## src/rtl/add_sub_pipe_pkg.sv

```systemverilog
// Shared definitions for the pipelined adder/subtractor: op encoding,
// ALU flag bus layout and small op decode helpers.
package add_sub_pipe_pkg;

  // Encoded as {op_use_cin, op_sub}
  typedef enum logic [1:0] {
    OP_ADD = 2'b00,
    OP_SUB = 2'b01,
    OP_ADC = 2'b10,
    OP_SBC = 2'b11
  } op_e;

  typedef struct packed {
    logic cout;
    logic ovf;
    logic zero;
    logic lt;
    logic ltu;
  } alu_flags_t;

  function automatic logic op_is_sub(op_e op);
    return op[0];
  endfunction

  function automatic logic op_carry_in(op_e op, logic cin);
    return op[1] ? cin : op[0];
  endfunction

endpackage

```

## src/rtl/add_sub_pipe_add_seg.sv

```systemverilog
// W-bit ripple-carry segment: one full-adder chain with carry in and out.
module add_seg
  import add_sub_pipe_pkg::*;
#(
  parameter int unsigned W = 8
) (
  input  logic [W-1:0] a,
  input  logic [W-1:0] b,
  input  logic         cin,
  output logic [W-1:0] s,
  output logic         cout
);

  logic [W:0] c;

  always_comb begin
    s    = '0;
    c    = '0;
    c[0] = cin;
    for (int unsigned i = 0; i < W; i++) begin
      s[i]   = a[i] ^ b[i] ^ c[i];
      c[i+1] = (a[i] & b[i]) | (c[i] & (a[i] ^ b[i]));
    end
  end

  assign cout = c[W];

endmodule

```

## src/rtl/add_sub_pipe.sv

```systemverilog
// Pipelined adder/subtractor: the carry chain is cut into STAGES equal ripple
// segments, each followed by a register stage, with a valid/ready handshake.
module add_sub_pipe
  import add_sub_pipe_pkg::*;
#(
  parameter int unsigned DATA_LEN = 32,
  parameter int unsigned STAGES   = 2
) (
  input  logic                clk,
  input  logic                rst,
  input  logic                flush,
  input  logic                in_valid,
  output logic                in_ready,
  input  logic [DATA_LEN-1:0] op_a,
  input  logic [DATA_LEN-1:0] op_b,
  input  logic                op_sub,
  input  logic                op_use_cin,
  input  logic                cin,
  output logic                out_valid,
  input  logic                out_ready,
  output logic [DATA_LEN-1:0] sum,
  output logic                cout,
  output logic                ovf,
  output logic                zero,
  output logic                lt,
  output logic                ltu
);

  localparam int unsigned W   = DATA_LEN / STAGES;
  localparam int unsigned MSB = DATA_LEN - 1;

  if (STAGES == 0 || (DATA_LEN % STAGES) != 0) begin : g_param_err
    $error("add_sub_pipe: DATA_LEN must be a multiple of STAGES");
  end

  op_e                 op;
  logic                en;
  logic                accept;
  logic                c0;
  logic [DATA_LEN-1:0] b_eff;

  // Operands travel whole; each stage only consumes its own slice.
  logic [DATA_LEN-1:0] a_q [STAGES];
  logic [DATA_LEN-1:0] b_q [STAGES];
  logic [DATA_LEN-1:0] s_q [STAGES];
  logic                c_q [STAGES];
  logic                v_q [STAGES];
  alu_flags_t          flags_q;

  assign op        = op_e'({op_use_cin, op_sub});
  assign b_eff     = op_b ^ {DATA_LEN{op_is_sub(op)}};
  assign c0        = op_carry_in(op, cin);
  assign out_valid = v_q[STAGES-1];
  assign en        = ~(out_valid & ~out_ready);
  assign in_ready  = ~flush & en;
  assign accept    = in_valid & in_ready;

  for (genvar k = 0; k < STAGES; k++) begin : g_stage
    logic [DATA_LEN-1:0] a_in, b_in, s_in, s_nxt;
    logic                c_in, v_in, c_nxt;
    logic [W-1:0]        seg_s;

    if (k == 0) begin : g_first
      assign a_in = op_a;
      assign b_in = b_eff;
      assign s_in = '0;
      assign c_in = c0;
      assign v_in = accept;
    end else begin : g_next
      assign a_in = a_q[k-1];
      assign b_in = b_q[k-1];
      assign s_in = s_q[k-1];
      assign c_in = c_q[k-1];
      assign v_in = v_q[k-1];
    end

    add_seg #(.W(W)) u_seg (
      .a    (a_in[k*W +: W]),
      .b    (b_in[k*W +: W]),
      .cin  (c_in),
      .s    (seg_s),
      .cout (c_nxt)
    );

    always_comb begin
      s_nxt            = s_in;
      s_nxt[k*W +: W]  = seg_s;
    end

    // Flush only kills valid bits; a stall freezes data and valid alike.
    always_ff @(posedge clk or posedge rst) begin
      if (rst) begin
        v_q[k] <= 1'b0;
        a_q[k] <= '0;
        b_q[k] <= '0;
        s_q[k] <= '0;
        c_q[k] <= 1'b0;
      end else begin
        if (flush)   v_q[k] <= 1'b0;
        else if (en) v_q[k] <= v_in;
        if (en) begin
          a_q[k] <= a_in;
          b_q[k] <= b_in;
          s_q[k] <= s_nxt;
          c_q[k] <= c_nxt;
        end
      end
    end

    if (k == STAGES - 1) begin : g_flags
      alu_flags_t flags_nxt;

      always_comb begin
        flags_nxt      = '0;
        flags_nxt.cout = c_nxt;
        flags_nxt.ovf  = (a_in[MSB] == b_in[MSB]) & (s_nxt[MSB] != a_in[MSB]);
        flags_nxt.zero = ~|s_nxt;
        flags_nxt.lt   = s_nxt[MSB] ^ flags_nxt.ovf;
        flags_nxt.ltu  = ~c_nxt;
      end

      always_ff @(posedge clk or posedge rst) begin
        if (rst)     flags_q <= '0;
        else if (en) flags_q <= flags_nxt;
      end
    end
  end

  assign sum  = s_q[STAGES-1];
  assign cout = flags_q.cout;
  assign ovf  = flags_q.ovf;
  assign zero = flags_q.zero;
  assign lt   = flags_q.lt;
  assign ltu  = flags_q.ltu;

endmodule
```

## config.mk

```make
export PLATFORM = sky130hd
export DESIGN_NAME = add_sub_pipe
export DESIGN_NICKNAME = d
export VERILOG_FILES = /design/src/rtl/add_sub_pipe_pkg.sv /design/src/rtl/add_sub_pipe_add_seg.sv /design/src/rtl/add_sub_pipe.sv
export SDC_FILE = /design/constraint.sdc
export NUM_CORES = 1
export LEC_CHECK = 0
export BUFFER_PORTS_ARGS = -buffer_cell sky130_fd_sc_hd__buf_2
export CORE_UTILIZATION = 35
export CTS_CLUSTER_DIAMETER = 200
export CTS_CLUSTER_SIZE = 25
export DETAILED_ROUTE_END_ITERATION = 12
export PLACE_DENSITY = 0.59
export SETUP_SLACK_MARGIN = 0.2
export SLEW_MARGIN = 20
export SYNTH_ARGS = -nofsm -noshare
export SYNTH_HDL_FRONTEND = slang
export SYNTH_SLANG_ARGS = --single-unit
export TNS_END_PERCENT = 30
```

## constraint.sdc

```tcl
create_clock -name clk -period 7.3 [get_ports clk]
set_clock_uncertainty 0.15 [all_clocks]
set_input_delay 1.095 -clock clk [delete_from_list [all_inputs] [get_ports clk]]
set_output_delay 1.095 -clock clk [all_outputs]
set_load 0.1 [all_outputs]
```

==> results of run 1 <==
final cells by class:
cell class / count / area (um^2)
multi-input cells: 308 / 2100
clock inverters: 3 / 40.0
flip-flops and latches: 88 / 2200
clock buffers: 13 / 260
fillers: 1241 / 6690
repair buffers: 117 / 623
well taps: 168 / 210
inverters: 22 / 83.8
per-stage QoR:
step	total power [uW]	hold slack (ns)	utilization
2_1_floorplan	1380	0.309	-
3_3_place_gp	1550	0.295	0.421
3_5_place_dp	1570	0.301	0.423
4_1_cts	2040	0.314	0.449
5_1_grt	2120	0.337	0.452
6_report	2030	0.310	0.452
logic make-up after synthesis:
group	synth area share
AOI/OAI and AO/OA	0.0581
xor gates and xnor gates	0.0649
adders and majority gates	0.147
buffers and inverters	0.0559
DFF	0.494
muxes	0.00225
and+or+nand+nor	0.178
metal layers:
metal  track usage  part of all wire  vias to the layer above
li1              -                 -                     1569
met4        0.0874             0.024                        0
met5             0                 0                        -
met2         0.265              0.49                       69
met3        0.0253             0.036                       16
met1         0.211              0.45                     1534
worst reg2reg max path: cells and delay by family, from the launching register on:
family	cells	cell delay, ns
DFF	1	0.40
buffers and inverters	3	0.26
xor gates and xnor gates	1	0.06
AOI/OAI and AO/OA	1	0.23
adders and majority gates	16	5.69
worst max-delay path by stage:
stage	from	endpoint	slack (ns)
4_1_cts	op_sub	g_stage[1].s_in[15]	0.04
3_3_place_gp	g_stage[1].a_in[16]	zero	-0.17
2_1_floorplan	op_sub	g_stage[1].s_in[15]	-0.14
3_5_place_dp	g_stage[1].a_in[16]	zero	-0.32
6_report	op_sub	g_stage[1].s_in[15]	0.14
5_1_grt	op_sub	g_stage[1].s_in[15]	-0.06
cells in the final DEF, fill, tap and decap left out:
cell type,n
a21oi_1,1
a21oi_2,15
buf_16,1
buf_2,110
buf_4,6
bufinv_16,1
clkbuf_1,2
clkbuf_16,9
clkbuf_8,2
clkinv_2,3
dfrtp_1,88
fa_1,5
fa_2,27
ha_1,1
inv_1,20
inv_2,1
mux2i_1,1
nand2_1,173
nand2b_4,1
nand4_1,2
nor2_1,18
nor2b_4,1
nor4_1,6
nor4_2,1
nor4b_1,1
o21a_1,1
o21ai_0,19
o31ai_1,1
o31ai_2,1
xnor2_1,29
xnor2_2,1
xor2_1,3
state kept, by name, indices dropped and copies added (netlist names):
signal / count
cout: 1
g_stage.a_in: 16
g_stage.b_in: 16
g_stage.c_in: 1
g_stage.s_in: 16
g_stage.v_in: 1
lt: 1
ltu: 1
out_valid: 1
ovf: 1
sum: 32
zero: 1
power groups by stage:
stage | sequential, uW | combinational, uW | clock [uW]
3_5_place_dp | 685 | 885 | 0
3_3_place_gp | 682 | 873 | 0
4_1_cts | 677 | 890 | 478
5_1_grt | 691 | 938 | 495
6_report | 676 | 888 | 466
2_1_floorplan | 1160 | 216 | 0
timing repair:
| action | 4_1_cts | 5_1_grt |
|---|---|---|
| endpoints found under the setup margin | 4 | 5 |
| pin swaps | 3 | 3 |
| hold buffers | 0 | 0 |
| resized for setup | 8 | 11 |
==> results by group, run 1 <==
Layout
  – Post-Layout Cell Count: 719
  – # nets final: 651
  – Layout cells sized above 1: 0.327
  – Antenna Cells: 0
  – Final instance area: 5520 um^2
  – Area growth syn-to-layout: 23.9%

Clock tree
  – H-tree depth: 3
  – # Post-CTS Setup Buffers: 0
  – Clk sinks: 88
  – Clk buf depth: 2
  – Root buffer cell: clkbuf_16
  – CTS Buf Count: 9
  – CTS tree: yes
  – Worst skew pair latency: 0.34 ns
  – Clock Pin Slew Worst Setup and Hold Paths: 0.06 ns

Worst setup path
  – CP Data Arrival Time: 7.25 ns
  – Req. time, crit path: 7.38 ns
  – Critical-path maximum fanout: 4
  – Worst path depth: 23
  – Slack of the worst reg-to-reg path: 0.42 ns
  – CP max stage delay: 0.41 ns
  – Crit. End Element: flop
  – Buf/Inv on CP: 4
  – CP max stage cell: fa_1
  – Cell family with most CP delay: adder cells
  – Worst r2r path cells: 21
  – Critical Setup Path Class: primary input to flop
  – Critical Path Most Common Cell: fa_2
  – Critical-path cell list: buf_2 -> xnor2_2 -> fa_2 -> inv_2 -> fa_1 -> inv_1 -> fa_2 -> fa_2 -> fa_2 -> fa_2 -> fa_2 -> fa_2 -> fa_2 -> fa_2 -> fa_2 -> fa_2 -> fa_2 -> fa_2 -> fa_1 -> inv_1 -> fa_1 -> nand2_1 -> nand2_1
  – Critical Path Start Type: primary input
  – Reg-to-reg endpoint: ovf
  – R2R Path Start: g_stage[1].a_in[16]

Synth
  – Synthesized flop and latch total: 88
  – EDFF count, synth: 0
  – Post-synthesis sequential area ratio: 0.494
  – Mapped Nets: 547
  – Cell taking the most area after synthesis: dfrtp_1
  – Cells after Synth: 442
  – Mapped Area: 4460 um^2
  – Fraction of registers with async set/reset: 1.00
  – Netlist cell types: 24
  – Most common cell in the netlist: nand2_1
  – Synth Area per Inst: 10.1 um^2
  – Area share of the largest cell type after synthesis: 0.494
  – Synth warn: 0
  – Synth top area cells: dfrtp_1 49%, nand2_1 15%, fa_1 14%
  – Synth Flop Type: dfrtp_1
  – Synth top cells by count: 173 x nand2_1, 88 x dfrtp_1, 32 x fa_1

Route
  – Routed vias/inst: 4.43
  – Total Wirelength: 10100 um
  – 1st-iter DRT viols: 151
  – 1st-pass router iterations: 4
  – Vias: 3188
  – Antenna-violating nets left: 0
  – DRC: 0
  – Wire per inst: 14.0 um

Timing
  – Slew Viols, Final: 0
  – Minimum clock period: 7.16 ns
  – Number of setup violations in the final report: 0
  – PnR worst setup slack: 0.135 ns
  – Relative slew slack: 0.342
  – Tcrit/Tclk final: 0.981
  – Final hold viol count: 0
  – F_max: 140 MHz
  – RSZ-0062 raised after global routing: true
  – Worst-margin pin slew: 0.986 ns
  – Setup TNS: 0 ns

Pwr
  – Psw: 955 uW
  – P_leak: 0.00265 uW
  – Pwr dens: 368 nW/um^2
  – Clock network power share: 0.229
  – Sw Share: 0.470
  – Pint: 1070 uW
  – IR Drop Worst-Case VDD: 0.171 mV
  – Comb power frac: 0.437
  – Reg power frac: 0.333

Global route
  – Largest net degree at the start of global routing: 90
  – Via count of the first global-routing pass: 3311
  – Antenna violations before repair: 0
  – Grt ovf: 0
  – All-Layer GR Usage: 0.163
  – First-pass GRT wire length: 16100 um

Floorplanning
  – Initial core utilization: 0.365
  – Vert. Die Dim: 115 um
  – Core area: 12200 um^2
  – I/O Pins: 111
  – Die area: 13200 um^2
  – Die X: 115 um
  – Row count: 40

Worst hold path
  – Hold Path Sink: sum[20]
  – Hold WC Path Type: flop to flop
  – Hold_sp: sum[20]
  – WHS Path Cells: 2

Placement
  – Placed cell area: 5170 um^2
  – Dpl hpwl: 7400 um
  – Dpl ws: -0.322 ns
  – Placed cell count: 703
  – GPL Wtd Cong: 0.780
  – IO Port Bufs: 110

Run
  – Max cap viols: 0

Status
  – Status: finished, final reports clean
(Power assumes the default switching activity.)
==> run 2, diff against run 1 <==
--- a/config.mk
+++ b/config.mk
@@ -5,15 +5,16 @@
 export SDC_FILE = /design/constraint.sdc
 export NUM_CORES = 1
 export LEC_CHECK = 0
-export BUFFER_PORTS_ARGS = -buffer_cell sky130_fd_sc_hd__buf_2
+export BUFFER_PORTS_ARGS = -buffer_cell sky130_fd_sc_hd__buf_4
 export CORE_UTILIZATION = 35
 export CTS_CLUSTER_DIAMETER = 200
 export CTS_CLUSTER_SIZE = 25
 export DETAILED_ROUTE_END_ITERATION = 12
-export PLACE_DENSITY = 0.59
+export PLACE_DENSITY = 0.58
 export SETUP_SLACK_MARGIN = 0.2
 export SLEW_MARGIN = 20
 export SYNTH_ARGS = -nofsm -noshare
 export SYNTH_HDL_FRONTEND = slang
+export SYNTH_HIERARCHICAL = 1
 export SYNTH_SLANG_ARGS = --single-unit
 export TNS_END_PERCENT = 30
==> run 2 against run 1 <==
Against the previous run:
- wire length fell by 11%
- clock power grew 6.7%
- register-to-register slack got worse by 0.04 ns
- die area rose by 6.6%
- combinational power grew 14%
- core utilization rose by 0.63 points
- non-clock buffer count rose by 3
- via count is 17% lower
- sequential power up 2%
- critical path type unchanged
- largest power group unchanged
==> results by group, run 2 <==
Status
  – Status: finished, final reports clean (unchanged)

Timing
  – Hold_ws: 0.334 ns (was 0.310 ns)
  – Slew Viols, Final: 0 (unchanged)
  – Minimum clock period: 7.22 ns (was 7.16 ns)
  – Relative slew slack: 0.330 (was 0.342)
  – F_max: 138 MHz (was 140 MHz)
  – Worst-margin pin slew: 1.01 ns (was 0.986 ns)
  – Tcrit/Tclk final: 0.989 (was 0.981)
  – Number of setup violations in the final report: 0 (unchanged)
  – RSZ-0062 raised after global routing: true (unchanged)
  – Final hold viol count: 0 (unchanged)
  – PnR worst setup slack: 0.0772 ns (was 0.135 ns)
  – Setup TNS: 0 ns (unchanged)

Worst setup path
  – Buf/Inv on CP: 5 (was 4)
  – CP max stage delay: 0.39 ns (was 0.41 ns)
  – Critical Path Most Common Cell: fa_2 (unchanged)
  – Critical Setup Path Class: primary input to flop (unchanged)
  – CP max stage cell: fa_1 (unchanged)
  – Req. time, crit path: 7.42 ns (was 7.38 ns)
  – Critical-path maximum fanout: 1 (was 4)
  – Critical Path Start Type: primary input (unchanged)
  – Crit. End Element: flop (unchanged)
  – Cell family with most CP delay: adder cells (unchanged)
  – CP Data Arrival Time: 7.34 ns (was 7.25 ns)
  – Critical-path cell list: buf_4 -> mux2_2 -> fa_1 -> inv_1 -> fa_1 -> inv_1 -> fa_2 -> fa_2 -> fa_2 -> fa_2 -> fa_2 -> fa_2 -> fa_2 -> fa_2 -> fa_2 -> fa_2 -> fa_2 -> fa_2 -> fa_2 -> inv_2 -> fa_1 -> inv_1 -> mux2_4 (was buf_2 -> xnor2_2 -> fa_2 -> inv_2 -> fa_1 -> inv_1 -> fa_2 -> fa_2 -> fa_2 -> fa_2 -> fa_2 -> fa_2 -> fa_2 -> fa_2 -> fa_2 -> fa_2 -> fa_2 -> fa_2 -> fa_1 -> inv_1 -> fa_1 -> nand2_1 -> nand2_1)

Route
  – DRC: 0 (unchanged)
  – Wire per inst: 14.6 um (was 14.0 um)
  – 1st-pass router iterations: 4 (unchanged)
  – 1st-iter DRT viols: 100 (was 151)
  – Vias: 2633 (was 3188)
  – Routed vias/inst: 4.30 (was 4.43)
  – Total Wirelength: 8970 um (was 10100 um)
  – Antenna-violating nets left: 0 (unchanged)

Global route
  – Antenna violations before repair: 0 (unchanged)
  – Grt ovf: 0 (unchanged)
  – First-pass GRT wire length: 14800 um (was 16100 um)
  – Via count of the first global-routing pass: 2777 (was 3311)
  – All-Layer GR Usage: 0.137 (was 0.163)
  – Largest net degree at the start of global routing: 65 (was 90)

Pwr
  – Sw Share: 0.435 (was 0.470)
  – P_leak: 0.00274 uW (was 0.00265 uW)
  – IR Drop Worst-Case VDD: 0.150 mV (was 0.171 mV)
  – Pint: 1240 uW (was 1070 uW)
  – Psw: 956 uW (was 955 uW)
  – Tot Pwr: 2200 uW (was 2030 uW)
  – Clock network power share: 0.226 (was 0.229)
  – Comb power frac: 0.460 (was 0.437)
  – Pwr dens: 362 nW/um^2 (was 368 nW/um^2)
  – Reg power frac: 0.314 (was 0.333)

Layout
  – Antenna Cells: 0 (unchanged)
  – Final core occ: 0.458 (was 0.452)
  – Area growth syn-to-layout: 27.6% (was 23.9%)
  – Commonest non-fill, non-tap cells in the layout: 119 x buf_4, 88 x dfrtp_1, 66 x mux2_4 (was 173 x nand2_1, 110 x buf_2, 88 x dfrtp_1)
  – Layout cells sized above 1: 0.547 (was 0.327)
  – Most common cell after layout, fill and taps aside: buf_4 (was nand2_1)
  – # nets final: 536 (was 651)
  – Number of flip-flops in the largest register: 32 (unchanged)

Floorplanning
  – Die X: 119 um (was 115 um)
  – Vert. Die Dim: 119 um (was 115 um)
  – Initial core utilization: 0.359 (was 0.365)
  – Die area: 14100 um^2 (was 13200 um^2)
  – Row count: 42 (was 40)
  – I/O Pins: 111 (unchanged)
  – Core area: 13200 um^2 (was 12200 um^2)

Synth
  – Synth warn: 6 (was 0)
  – Synth top cells by count: 88 x dfrtp_1, 66 x mux2_4, 32 x fa_1 (was 173 x nand2_1, 88 x dfrtp_1, 32 x fa_1)
  – Post-synthesis sequential area ratio: 0.463 (was 0.494)
  – Area share of the largest cell type after synthesis: 0.463 (was 0.494)
  – EDFF count, synth: 0 (unchanged)
  – Synth Area in XOR/XNOR: 0.0589 (was 0.0649)
  – Synth Area in Adders: 0.135 (was 0.147)
  – Synth top area cells: dfrtp_1 46%, mux2_4 21%, fa_1 13% (was dfrtp_1 49%, nand2_1 15%, fa_1 14%)
  – Mux cell area share after synthesis: 0.213 (was 0.00225)
  – Most common cell in the netlist: dfrtp_1 (was nand2_1)
  – Synth Area per Inst: 15.0 um^2 (was 10.1 um^2)
  – Fraction of registers with async set/reset: 1.00 (unchanged)
  – Synthesized flop and latch total: 88 (unchanged)
  – Synth Area in Compound Gates: 0.0281 (was 0.0581)
  – Simple-gate area share of the yosys netlist: 0.0394 (was 0.178)
  – Synth Flop Type: dfrtp_1 (unchanged)
  – Mapped Nets: 421 (was 547)
  – Cell taking the most area after synthesis: dfrtp_1 (unchanged)
  – Netlist cell types: 24 (unchanged)
  – Cells after Synth: 317 (was 442)
  – Largest family of logic cells by synthesized area: multiplexers (was simple AND/OR/NAND/NOR gates)
  – Mapped Area: 4760 um^2 (was 4460 um^2)

Clock tree
  – Clock Pin Slew Worst Setup and Hold Paths: 0.06 ns (about the same)
  – Clk sinks: 88 (unchanged)
  – Hold Buf Count CTS: 0 (unchanged)
  – CTS Buf Count: 9 (unchanged)
  – H-tree depth: 3 (unchanged)
  – Worst skew pair latency: 0.33 ns (was 0.34 ns)
  – Clk buf depth: 2 (unchanged)
  – Root buffer cell: clkbuf_16 (unchanged)
  – CTS tree: yes (unchanged)
  – # Post-CTS Setup Buffers: 0 (unchanged)

Worst hold path
  – Hold WC Path Type: flop to flop (unchanged)

Placement
  – IO Port Bufs: 110 (unchanged)
  – Dpl hpwl: 6760 um (was 7400 um)
  – GPL Wtd Cong: 0.725 (was 0.780)
  – Dpl ws: -0.363 ns (was -0.322 ns)

Run
  – Max cap viols: 0 (unchanged)
==> run 2: cell types whose count changed after synthesis, sizes merged, moves of 8 or more <==
cell / delta
xnor2: -14
a21oi: -14
xor2: +13
buf: -8
mux2: +67
nand2: -153
nor2: -12
==> run 2: logic make-up after synthesis <==
kind of cell / count (synthesis)
buf+inv: 37
simple gates: 38
mux: 68
fa+ha+maj: 32
xor+xnor: 32
flops: 88
compound gates: 22
==> run 2: final timing paths <==
check	to	slack, ns	start	cells after the start
setup reg to reg	zero	0.38	g_stage[1].a_in[16]	24
min in group asynchronous	sum[3]	0.75	rst	3
setup / recovery	g_stage[1].s_in[15]	0.08	op_use_cin	23
max in group asynchronous	g_stage[1].a_in[30]	5.62	rst	4
hold reg to reg	ltu	0.33	ltu	2
hold / removal	ltu	0.33	ltu	2
==> run 2: stage by stage <==
step | instance area, um^2 | cells
4_1_cts | 6070 | 613
5_1_grt | 6070 | 613
3_5_place_dp | 5710 | 597
2_1_floorplan | 4790 | 317
6_report | 6070 | 613
3_3_place_gp | 5680 | 596
==> run 2: worst min-delay path: cells and delay by family (launching register included) <==
| kind | cells | cell delay [ns] |
|---|---|---|
| AOI/OAI and AO/OA | 1 | 0.05 |
| DFF | 1 | 0.35 |
| and+or+nand+nor | 1 | 0.06 |
==> run 2: final cells by class <==
class	instances	area [um^2]
timing repair buffer	120	921
tap	176	220
sequential	88	2200
clock buffer	12	246
multi-input combinational	192	2320
clock inverter	4	77.6
fill	1216	7170
inverter	21	80.1
==> run 2: routing by layer <==
metal | routed length [um] | global-route usage | vias to the layer above
li1 | - | - | 1278
met1 | 4240 | 0.189 | 1268
met2 | 4050 | 0.202 | 80
met3 | 610 | 0.0430 | 7
met4 | 78 | 0.0451 | 0
met5 | 0 | 0 | -
==> run 2: repair_timing <==
action	CTS	global route
gates resized for setup	15	3
pin swaps	1	2
gates cloned	0	0
endpoints found under the setup margin	7	6
==> run 2: power groups by stage <==
stage               clock network (uW)  logic [uW]  registers [uW]
floorplan                            0         283            1190
global route                       531        1060             707
detailed placement                   0        1010             698
CTS                                510        1020             692
global placement                     0        1010             694
finish                             497        1010             690
==> run 3, diff against run 2 <==
--- a/config.mk
+++ b/config.mk
@@ -5,12 +5,12 @@
 export SDC_FILE = /design/constraint.sdc
 export NUM_CORES = 1
 export LEC_CHECK = 0
-export BUFFER_PORTS_ARGS = -buffer_cell sky130_fd_sc_hd__buf_4
 export CORE_UTILIZATION = 35
 export CTS_CLUSTER_DIAMETER = 200
 export CTS_CLUSTER_SIZE = 25
 export DETAILED_ROUTE_END_ITERATION = 12
-export PLACE_DENSITY = 0.58
+export DONT_BUFFER_PORTS = 1
+export PLACE_DENSITY = 0.51
 export SETUP_SLACK_MARGIN = 0.2
 export SLEW_MARGIN = 20
 export SYNTH_ARGS = -nofsm -noshare
==> run 3 against run 2 <==
Against the previous run:
- critical path depth down 1
- largest power group is now registers
- core utilization shrank 6.7 points
- clock-buffer cell count shrank 2
- wire length decreased by 5.7%
==> results by group, run 3 (synthesis results as in run 2) <==
Status
  – Status: finished, final reports clean (unchanged)

Timing
  – Final hold viol count: 0 (unchanged)
  – F_max: 141 MHz (was 138 MHz)
  – Number of setup violations in the final report: 0 (unchanged)
  – RSZ-0062 raised after global routing: true (unchanged)
  – Tcrit/Tclk final: 0.969 (was 0.989)
  – Minimum clock period: 7.08 ns (was 7.22 ns)
  – Slew Viols, Final: 0 (unchanged)
  – Worst-margin pin slew: 1.06 ns (was 1.01 ns)
  – Relative slew slack: 0.294 (was 0.330)

Clock tree
  – CTS tree: yes (unchanged)
  – H-tree depth: 3 (unchanged)
  – Clk buf depth: 2 (unchanged)
  – Clock Pin Slew Worst Setup and Hold Paths: 0.06 ns (about the same)
  – Root buffer cell: clkbuf_16 (unchanged)
  – CTS Buf Count: 9 (unchanged)
  – Clk sinks: 88 (unchanged)
  – Worst skew pair latency: 0.34 ns (was 0.33 ns)
  – Hold Buf Count CTS: 0 (unchanged)

Pwr
  – Pint: 1070 uW (was 1240 uW)
  – Psw: 929 uW (was 956 uW)
  – P_leak: 0.00217 uW (was 0.00274 uW)
  – Sw Share: 0.464 (was 0.435)
  – Pwr dens: 386 nW/um^2 (was 362 nW/um^2)
  – Reg power frac: 0.605 (was 0.314)
  – Tot Pwr: 2000 uW (was 2200 uW)
  – IR Drop Worst-Case VDD: 0.111 mV (was 0.150 mV)
  – Clock network power share: 0.225 (was 0.226)
  – Comb power frac: 0.170 (was 0.460)

Placement
  – Dpl hpwl: 6120 um (was 6760 um)
  – Placed cell area: 4840 um^2 (was 5710 um^2)
  – IO Port Bufs: 0 (was 110)
  – GPL Wtd Cong: 0.666 (was 0.725)

Worst setup path
  – Critical Path Most Common Cell: fa_2 (unchanged)
  – Req. time, crit path: 7.43 ns (was 7.42 ns)
  – CP Data Arrival Time: 7.20 ns (was 7.34 ns)
  – Worst Setup SP: op_use_cin (unchanged)
  – CP max stage delay: 0.43 ns (was 0.39 ns)
  – R2R Path Start: g_stage[1].a_in[16] (unchanged)
  – Buf/Inv on CP: 4 (was 5)
  – Critical Setup Path Class: primary input to flop (unchanged)
  – Cell family with most CP delay: adder cells (unchanged)
  – Critical-path maximum fanout: 1 (unchanged)
  – CP max stage cell: fa_2 (was fa_1)
  – Crit. End Element: flop (unchanged)
  – Critical Path Start Type: primary input (unchanged)
  – Critical-path cell list: mux2_4 -> fa_2 -> inv_2 -> fa_2 -> inv_2 -> fa_2 -> fa_2 -> fa_2 -> fa_2 -> fa_2 -> fa_2 -> fa_2 -> fa_2 -> fa_2 -> fa_2 -> fa_2 -> fa_2 -> fa_2 -> inv_2 -> fa_2 -> inv_2 -> mux2_4 (was buf_4 -> mux2_2 -> fa_1 -> inv_1 -> fa_1 -> inv_1 -> fa_2 -> fa_2 -> fa_2 -> fa_2 -> fa_2 -> fa_2 -> fa_2 -> fa_2 -> fa_2 -> fa_2 -> fa_2 -> fa_2 -> fa_2 -> inv_2 -> fa_1 -> inv_1 -> mux2_4)

Route
  – 1st-pass router iterations: 3 (was 4)
  – DRC: 0 (unchanged)
  – Wire per inst: 16.9 um (was 14.6 um)
  – Total Wirelength: 8470 um (was 8970 um)
  – Antenna-violating nets left: 0 (unchanged)
  – Vias: 2290 (was 2633)
  – Routed vias/inst: 4.58 (was 4.30)
  – 1st-iter DRT viols: 86 (was 100)

Floorplanning
  – Core area: 13200 um^2 (unchanged)
  – Die area: 14100 um^2 (unchanged)
  – Initial core utilization: 0.359 (unchanged)
  – Row count: 42 (unchanged)
  – I/O Pins: 111 (unchanged)
  – Vert. Die Dim: 119 um (unchanged)
  – Die X: 119 um (unchanged)

Worst hold path
  – Hold WC Path Type: flop to flop (unchanged)
  – Hold_sp: g_stage[1].b_in[17] (was ltu)

Layout
  – Antenna Cells: 0 (unchanged)
  – # nets final: 423 (was 536)
  – Number of flip-flops in the largest register: 32 (unchanged)
  – Layout cells sized above 1: 0.417 (was 0.547)
  – Final instance area: 5190 um^2 (was 6070 um^2)
  – Most common cell after layout, fill and taps aside: dfrtp_1 (was buf_4)
  – Area growth syn-to-layout: 9.05% (was 27.6%)
  – Commonest non-fill, non-tap cells in the layout: 88 x dfrtp_1, 67 x mux2_4, 28 x fa_2 (was 119 x buf_4, 88 x dfrtp_1, 66 x mux2_4)

Global route
  – Largest net degree at the start of global routing: 89 (was 65)
  – Met2 usage: 0.202 (about the same)
  – All-Layer GR Usage: 0.134 (was 0.137)
  – Antenna violations before repair: 0 (unchanged)
  – Gr busiest metal: met2 (unchanged)
  – Grt ovf: 0 (unchanged)
  – Via count of the first global-routing pass: 2554 (was 2777)
  – Met1 usage: 0.174 (was 0.189)
  – First-pass GRT wire length: 14100 um (was 14800 um)
  – Met3 Use GR: 0.0405 (was 0.0430)

Run
  – Max cap viols: 0 (unchanged)
[run 3: path summary, 6_finish.rpt]
check	to	slack, ns	cells past startpoint
setup reg to reg	lt	0.33	23
setup / recovery	g_stage[1].s_in[15]	0.22	22
max in group asynchronous	sum[18]	5.83	1
min in group asynchronous	sum[15]	0.61	1
hold / removal	g_stage[1].b_in[17]	0.33	2
hold reg to reg	g_stage[1].b_in[17]	0.33	2
[run 3: power by group through the flow]
stage / combinational [uW] / sequential, uW / clock, uW
2_1_floorplan: 283 / 1190 / 0
3_3_place_gp: 324 / 1220 / 0
3_5_place_dp: 333 / 1220 / 0
4_1_cts: 346 / 1220 / 468
5_1_grt: 382 / 1230 / 489
6_report: 340 / 1210 / 451
[run 3: through the flow]
stage          setup slack (ns)  hold WS (ns)  cells   util  setup TNS (ns)
2_1_floorplan            -0.257         0.300    317      -          -0.444
4_1_cts                  0.0757         0.340    500  0.390               0
3_5_place_dp             -0.300         0.325    483  0.365           -1.46
6_report                  0.223         0.335    500  0.392               0
3_3_place_gp             -0.239         0.325    483  0.365           -1.07
5_1_grt                  0.0688         0.391    500  0.392               0
[run 3: metal layers]
layer,vias to the layer above,wire length [um],part of all wire
li1,1052,-,-
met2,81,4000,0.47
met3,10,589,0.070
met5,-,0,0
met4,0,159,0.019
met1,1147,3710,0.44
[run 3: worst reg2reg max path, delay by kind of cell, from the launching register on]
family,cells,cell delay (ns)
DFF,1,0.40
buffers and inverters,5,0.46
adders and majority gates,16,5.58
AOI/OAI and AO/OA,2,0.27
[run 3: layout make-up]
class                   count  area [um^2]
inverters                  21         83.8
well taps                 176          220
repair buffers              7         52.6
flip-flops and latches     88         2200
multi-input cells         192         2340
clock buffers              10          229
fillers                  1259         8050
clock inverters             6         60.1
[run 3: repair_timing]
action                                 4_1_cts  5_1_grt
gates resized for setup                     14       12
endpoints found under the hold margin        0        0
buffers inserted                             1        0
setup endpoints to repair                    7        7
pin swaps                                    2        2
